### config.mk
export PLATFORM = sky130hd
export DESIGN_NAME = bp_reg_initiator
export DESIGN_NICKNAME = d
export VERILOG_FILES = /design/src/rtl/bp_pkg.sv /design/src/rtl/bp_reg_initiator.sv
export SDC_FILE = /design/constraint.sdc
export NUM_CORES = 1
export LEC_CHECK = 0
export CAP_MARGIN = 20
export CORE_MARGIN = 5
export CORE_UTILIZATION = 54
export CTS_BUF_LIST = sky130_fd_sc_hd__clkbuf_16
export CTS_CLUSTER_DIAMETER = 60
export DETAILED_ROUTE_END_ITERATION = 8
export PLACE_DENSITY = 0.85
export SLEW_MARGIN = 25
export SYNTH_ARGS = -nofsm -noshare
export SYNTH_HDL_FRONTEND = slang
export SYNTH_SLANG_ARGS = --single-unit
### constraint.sdc
create_clock -name i_clk -period 3.4 [get_ports i_clk]
set_input_delay 0.34 -clock i_clk [delete_from_list [all_inputs] [get_ports i_clk]]
set_output_delay 0.34 -clock i_clk [all_outputs]
set_load 0.01 [all_outputs]
### src/rtl/bp_pkg.sv
// bp_pkg: shared BytePipe definitions: FSM states, command-byte layout, field widths
package bp_pkg;
  localparam int BP_WNR_BIT = 7;
  localparam int BP_ADDR_W  = 7;
  localparam int BP_DATA_W  = 8;
  typedef enum logic [2:0] {
    ST_IDLE,
    ST_SEND_CMD,
    ST_SEND_DATA,
    ST_WAIT,
    ST_RESP
  } state_t;
  function automatic logic [BP_DATA_W-1:0] bp_cmd(input logic wr, input logic [BP_ADDR_W-1:0] addr);
    bp_cmd = '0;
    bp_cmd[BP_WNR_BIT] = wr;
    bp_cmd[BP_ADDR_W-1:0] = addr;
  endfunction
endpackage

### src/rtl/bp_reg_initiator.sv
// bp_reg_initiator: turns one register request into a BytePipe byte sequence and returns the reply byte
// Ports:
//   i_clk, i_rst          clock, synchronous active-high reset
//   i_cg                  clock gate; low holds every flop
//   i_req_*/o_req_ready   word request in (wr, 7b addr, 8b data); ready only in IDLE
//   o_rsp_*/i_rsp_ready   response out (reply byte, timeout error)
//   o_bp_*/i_bp_ready     BytePipe bytes to the responder
//   i_bp_*/o_bp_ready     BytePipe reply bytes from the responder; always sunk while clocked
module bp_reg_initiator
  import bp_pkg::*;
#(
  parameter bit RD_PRIME  = 1'b1,
  parameter int TIMEOUT_W = 8
) (
  input  logic                 i_clk,
  input  logic                 i_rst,
  input  logic                 i_cg,
  input  logic                 i_req_valid,
  output logic                 o_req_ready,
  input  logic                 i_req_wr,
  input  logic [BP_ADDR_W-1:0] i_req_addr,
  input  logic [BP_DATA_W-1:0] i_req_data,
  output logic                 o_rsp_valid,
  input  logic                 i_rsp_ready,
  output logic [BP_DATA_W-1:0] o_rsp_data,
  output logic                 o_rsp_err,
  output logic [BP_DATA_W-1:0] o_bp_data,
  output logic                 o_bp_valid,
  input  logic                 i_bp_ready,
  input  logic [BP_DATA_W-1:0] i_bp_data,
  input  logic                 i_bp_valid,
  output logic                 o_bp_ready
);
  state_t                 state_q, state_d;
  logic                   wr_q, wr_d;
  logic [BP_ADDR_W-1:0]   addr_q, addr_d;
  logic [BP_DATA_W-1:0]   wdata_q, wdata_d;
  logic                   prime_q, prime_d;
  logic [TIMEOUT_W-1:0]   cnt_q, cnt_d;
  logic                   bp_valid_q, bp_valid_d;
  logic [BP_DATA_W-1:0]   bp_data_q, bp_data_d;
  logic                   rsp_valid_q, rsp_valid_d;
  logic [BP_DATA_W-1:0]   rsp_data_q, rsp_data_d;
  logic                   rsp_err_q, rsp_err_d;
  logic [TIMEOUT_W-1:0]   cnt_inc;
  assign cnt_inc     = cnt_q + TIMEOUT_W'(1);
  assign o_req_ready = state_q == ST_IDLE;
  assign o_rsp_valid = rsp_valid_q;
  assign o_rsp_data  = rsp_data_q;
  assign o_rsp_err   = rsp_err_q;
  assign o_bp_valid  = bp_valid_q;
  assign o_bp_data   = bp_data_q;
  assign o_bp_ready  = i_cg;
  always_comb begin
    state_d     = state_q;
    wr_d        = wr_q;
    addr_d      = addr_q;
    wdata_d     = wdata_q;
    prime_d     = prime_q;
    cnt_d       = '0;
    bp_valid_d  = bp_valid_q;
    bp_data_d   = bp_data_q;
    rsp_valid_d = rsp_valid_q;
    rsp_data_d  = rsp_data_q;
    rsp_err_d   = rsp_err_q;
    case (state_q)
      ST_IDLE: if (i_req_valid) begin
        state_d    = ST_SEND_CMD;
        wr_d       = i_req_wr;
        addr_d     = i_req_addr;
        wdata_d    = i_req_data;
        prime_d    = RD_PRIME && !i_req_wr;
        bp_valid_d = 1'b1;
        bp_data_d  = bp_cmd(i_req_wr, i_req_addr);
      end
      ST_SEND_CMD: if (i_bp_ready) begin
        state_d    = wr_q ? ST_SEND_DATA : ST_WAIT;
        bp_valid_d = wr_q;
        bp_data_d  = wr_q ? wdata_q : '0;
      end
      ST_SEND_DATA: if (i_bp_ready) begin
        state_d    = ST_WAIT;
        bp_valid_d = 1'b0;
        bp_data_d  = '0;
      end
      ST_WAIT: begin
        cnt_d = cnt_inc;
        // a reply arriving on the saturating cycle still counts as a good reply
        if (i_bp_valid && prime_q) begin
          state_d    = ST_SEND_CMD;
          prime_d    = 1'b0;
          bp_valid_d = 1'b1;
          bp_data_d  = bp_cmd(wr_q, addr_q);
        end else if (i_bp_valid || cnt_inc == '1) begin
          state_d     = ST_RESP;
          rsp_valid_d = 1'b1;
          rsp_data_d  = i_bp_valid ? i_bp_data : '0;
          rsp_err_d   = !i_bp_valid;
        end
      end
      ST_RESP: if (i_rsp_ready) begin
        state_d     = ST_IDLE;
        rsp_valid_d = 1'b0;
      end
      default: state_d = ST_IDLE;
    endcase
  end
  always_ff @(posedge i_clk) begin
    if (i_rst) begin
      state_q     <= ST_IDLE;
      wr_q        <= 1'b0;
      addr_q      <= '0;
      wdata_q     <= '0;
      prime_q     <= 1'b0;
      cnt_q       <= '0;
      bp_valid_q  <= 1'b0;
      bp_data_q   <= '0;
      rsp_valid_q <= 1'b0;
      rsp_data_q  <= '0;
      rsp_err_q   <= 1'b0;
    end else if (i_cg) begin
      state_q     <= state_d;
      wr_q        <= wr_d;
      addr_q      <= addr_d;
      wdata_q     <= wdata_d;
      prime_q     <= prime_d;
      cnt_q       <= cnt_d;
      bp_valid_q  <= bp_valid_d;
      bp_data_q   <= bp_data_d;
      rsp_valid_q <= rsp_valid_d;
      rsp_data_q  <= rsp_data_d;
      rsp_err_q   <= rsp_err_d;
    end
  end
endmodule

==> flow_summary_export.csv <==
group,metric,value,unit
status,status,"finished clean",
drt,wl_per_cell,15.9,µm
clock_network,insertion_delay,290,ps
worst_setup_path,path_depth,4,
worst_setup_path,path_buf_inv,0,
clock_network,cts_buffers,5,
sta,fmaxAchievable,447,MHz
yosys,synth_area,2360,µm²
yosys,netlist_top_cells_count,"53 x nand2_1, 47 x dfxtp_1, 43 x a21oi_1, 22 x o21ai_0, 16 x clkbuf_1",
yosys,ys_ff_latch,47,
drt,drtIter0Drc,340,
clock_network,cts_root_buf,"clkbuf_16",
yosys,synth_top_area_cell,"dfxtp_1",
worst_setup_path,worstRegToRegCells,4,
final_layout,n_antenna_cell,0,
floorplanning,start_util,0.549,
worst_setup_path,r2r_start,"state_q[0]$_SDFFE_PP0P_",
final_layout,nFillCells,364,
place,port_buffers,51,
floorplanning,io_pins,52,
place,gp_congestion,0.848,
clock_network,cts_tree,"yes",
yosys,synthFlopType,"dfxtp_1",
sta,fin_skew,6.59,ps
min_path,hold_path.startpoint,"wdata_q[7]$_SDFFE_PP0P_",
yosys,synth_edf_count,0,
place,placed_area,2820,µm²
final_layout,drive_gt1_frac,0.0442,
yosys,synthCells,305,
job,maxCapViolations,0,
power,p_int,1.01,mW
clock_network,clock_sinks,47,
power,powerDensity,450,nW/µm²
worst_setup_path,reg2reg_to,"o_rsp_data[7]$_SDFFE_PP0P_",
grt,grt-ovfl-total,0,
worst_setup_path,slowest_stage,"dfxtp_1",
place,place_ws,1060,ps
clock_network,post_cts_resized,0,
worst_setup_path,reg2reg_slack,1160,ps
sta,hold_violations,0,
clock_network,hold_buffers,0,
yosys,synth_nets,338,
sta,maxSlewHeadroom,0.408,
drt,drt-total-wl,6.23,mm
clock_network,cts.htree.levels,2,
sta,worst_slack,1160,ps
yosys,synth_most_common_cell,"nand2_1",
yosys,yosys.area.top_type_share,0.399,
drt,vias,2353,
sta,rsz0062_at_grt,"false",
sta,fin_tns_setup,0,ps
floorplanning,fp.dieW,76.1,µm
min_path,whs_path_depth,2,
power,pwr-share-comb,0.141,
floorplanning,die_h,76.1,µm
grt,grt.total_usage,0.211,
floorplanning,dieArea,5790,µm²
final_layout,area_growth,26.9,%
drt,firstDrtPassIters,4,
final_layout,nets,371,
worst_setup_path,crit_fanout,21,
worst_setup_path,critPathKind,"register to register",
sta,setup_viol,0,
yosys,synth_seq_area_share,0.399,
floorplanning,rows,24,
grt,grt_max_degree,26,
grt,antenna_found_initial,0,
drt,ant_nets,0,
power,ir_drop,288,µV
clock_network,cts_buffer_depth,2,
drt,viasPerCell,6.02,
power,power.switching,332,µW
worst_setup_path,end_kind,"register",
floorplanning,core_area,4290,µm²
place,dpl.hpwl,4.13,mm
sta,timing.final.crit_share,0.659,
sta,post-route-min-period,2240,ps
power,finalPower,1.35,mW
grt,grt_first_pass_wirelength,10.2,mm
yosys,synth_area_leaders,"dfxtp_1 40%, a21oi_1 9.1%, nand2_1 8.4%",
power,p_leak,0.969,nW
power,pwr-share-seq,0.445,
worst_setup_path,start_kind,"register",
drt,drc,0,
worst_setup_path,crit_family,"simple AND/OR/NAND/NOR gates",
worst_setup_path,crit_required,3570,ps
clock_network,path_clk_slew,70,ps
power,switching_share,0.247,
sta,slew_violations,0,
yosys,async_flop_share,0,
yosys,synth_cell_type_count,43,
clock_network,cts_setup_buffers,0,
worst_setup_path,path_cells,"nand4b_1, nand2b_1, a22oi_1, a21oi_1",
min_path,hold_end,"wdata_q[7]$_SDFFE_PP0P_",
sta,worst_pin_slew,886,ps
yosys,yosysWarningCount,0,
worst_setup_path,max_stage_delay,810,ps
min_path,min-delay-path-class,"register to register",
yosys,avgSynthCellArea,7.73,µm²
grt,grt_pass1_vias,2214,
final_layout,design_area,2990,µm²
worst_setup_path,arrival,2410,ps
power,clkPwrFrac,0.414,
==> stage by stage <==
step	util	instances	hold slack (ps)
after floorplan	-	305	436
after global placement	0.658	383	443
after detailed placement	0.658	383	447
final	0.697	391	457
after CTS	0.697	391	456
after global routing	0.697	391	477
==> worst max path at each step <==
stage                       startpoint                    endpoint  slack (ps)
6_report       state_q[0]$_SDFFE_PP0P_  o_rsp_data[7]$_SDFFE_PP0P_        1160
3_5_place_dp                      i_cg  o_rsp_data[7]$_SDFFE_PP0P_        1060
4_1_cts        state_q[0]$_SDFFE_PP0P_  o_rsp_data[2]$_SDFFE_PP0P_        1210
5_1_grt        state_q[0]$_SDFFE_PP0P_  o_rsp_data[0]$_SDFFE_PP0P_         930
2_1_floorplan    cnt_q[0]$_SDFFE_PP0P_     state_q[2]$_SDFFE_PP0P_        1670
3_3_place_gp                      i_cg  o_rsp_data[1]$_SDFFE_PP0P_        1110
==> sequential cells by signal, summed over array words and instances, names as in the netlist <==
register / count
cnt_q: 8
wr_q: 1
o_rsp_valid: 1
o_bp_data: 8
addr_q: 7
o_rsp_data: 8
o_rsp_err: 1
prime_q: 1
wdata_q: 8
o_bp_valid: 1
state_q: 3
==> logic make-up (layout without fill, tap and decap cells) <==
kind of cell	after synthesis	count (layout)	synth area share
compound gates	109	109	0.292
simple gates	111	111	0.226
flops	47	47	0.399
fa+ha+maj	2	2	0.0106
buf+inv	33	67	0.0610
xor+xnor	3	3	0.0111
==> layout by cell type, fill, tap and decap left out, types with 2 or more instances in the layout <==
| master | count |
|---|---|
| nand2_1 | 53 |
| clkdlybuf4s50_1 | 51 |
| dfxtp_1 | 47 |
| a21oi_1 | 43 |
| o21ai_0 | 22 |
| a22oi_1 | 15 |
| nor2b_1 | 11 |
| nor2_1 | 10 |
| nand2b_1 | 10 |
| o2111ai_1 | 9 |
| nand3_1 | 8 |
| inv_1 | 7 |
| nor3_1 | 6 |
| clkbuf_16 | 5 |
| a311oi_1 | 4 |
| o211ai_1 | 3 |
| and3_1 | 2 |
| xnor2_1 | 2 |
| o21bai_1 | 2 |
| o221a_2 | 2 |
| a211oi_1 | 2 |
| a31oi_1 | 2 |
| ha_1 | 2 |
==> metal layers <==
metal,GRT usage,up-vias,share of wire
met4,0.0559,0,0.012
met1,0.275,1088,0.43
li1,-,1153,-
met2,0.330,103,0.46
met5,0,-,0
met3,0.0757,9,0.097
==> power groups by stage <==
stage | registers (mW) | clock network (mW) | logic, mW
global placement | 0.609 | 0 | 0.183
CTS | 0.598 | 0.562 | 0.188
floorplan | 0.602 | 0 | 0.110
global route | 0.602 | 0.587 | 0.207
detailed placement | 0.610 | 0 | 0.186
finish | 0.599 | 0.557 | 0.190
==> worst reg2reg max path, delay by kind of cell, from the launching register on <==
| family | cells | cell delay (ps) |
|---|---|---|
| and+or+nand+nor | 2 | 1020 |
| AOI/OAI and AO/OA | 2 | 290 |
| DFF | 1 | 810 |
==> area by class of cell <==
class | instances | area [µm²] | area share
Clock inverter | 3 | 43.8 | 0.0146
Clock buffer | 5 | 125 | 0.0418
Timing Repair Buffer | 52 | 518 | 0.173
Tap cell | 52 | 65.1 | 0.0217
Inverter | 7 | 26.3 | 0.00878
Sequential cell | 47 | 941 | 0.314
Multi-Input combinational cell | 225 | 1270 | 0.426
Note: power is estimated with default switching activity, not from simulation.
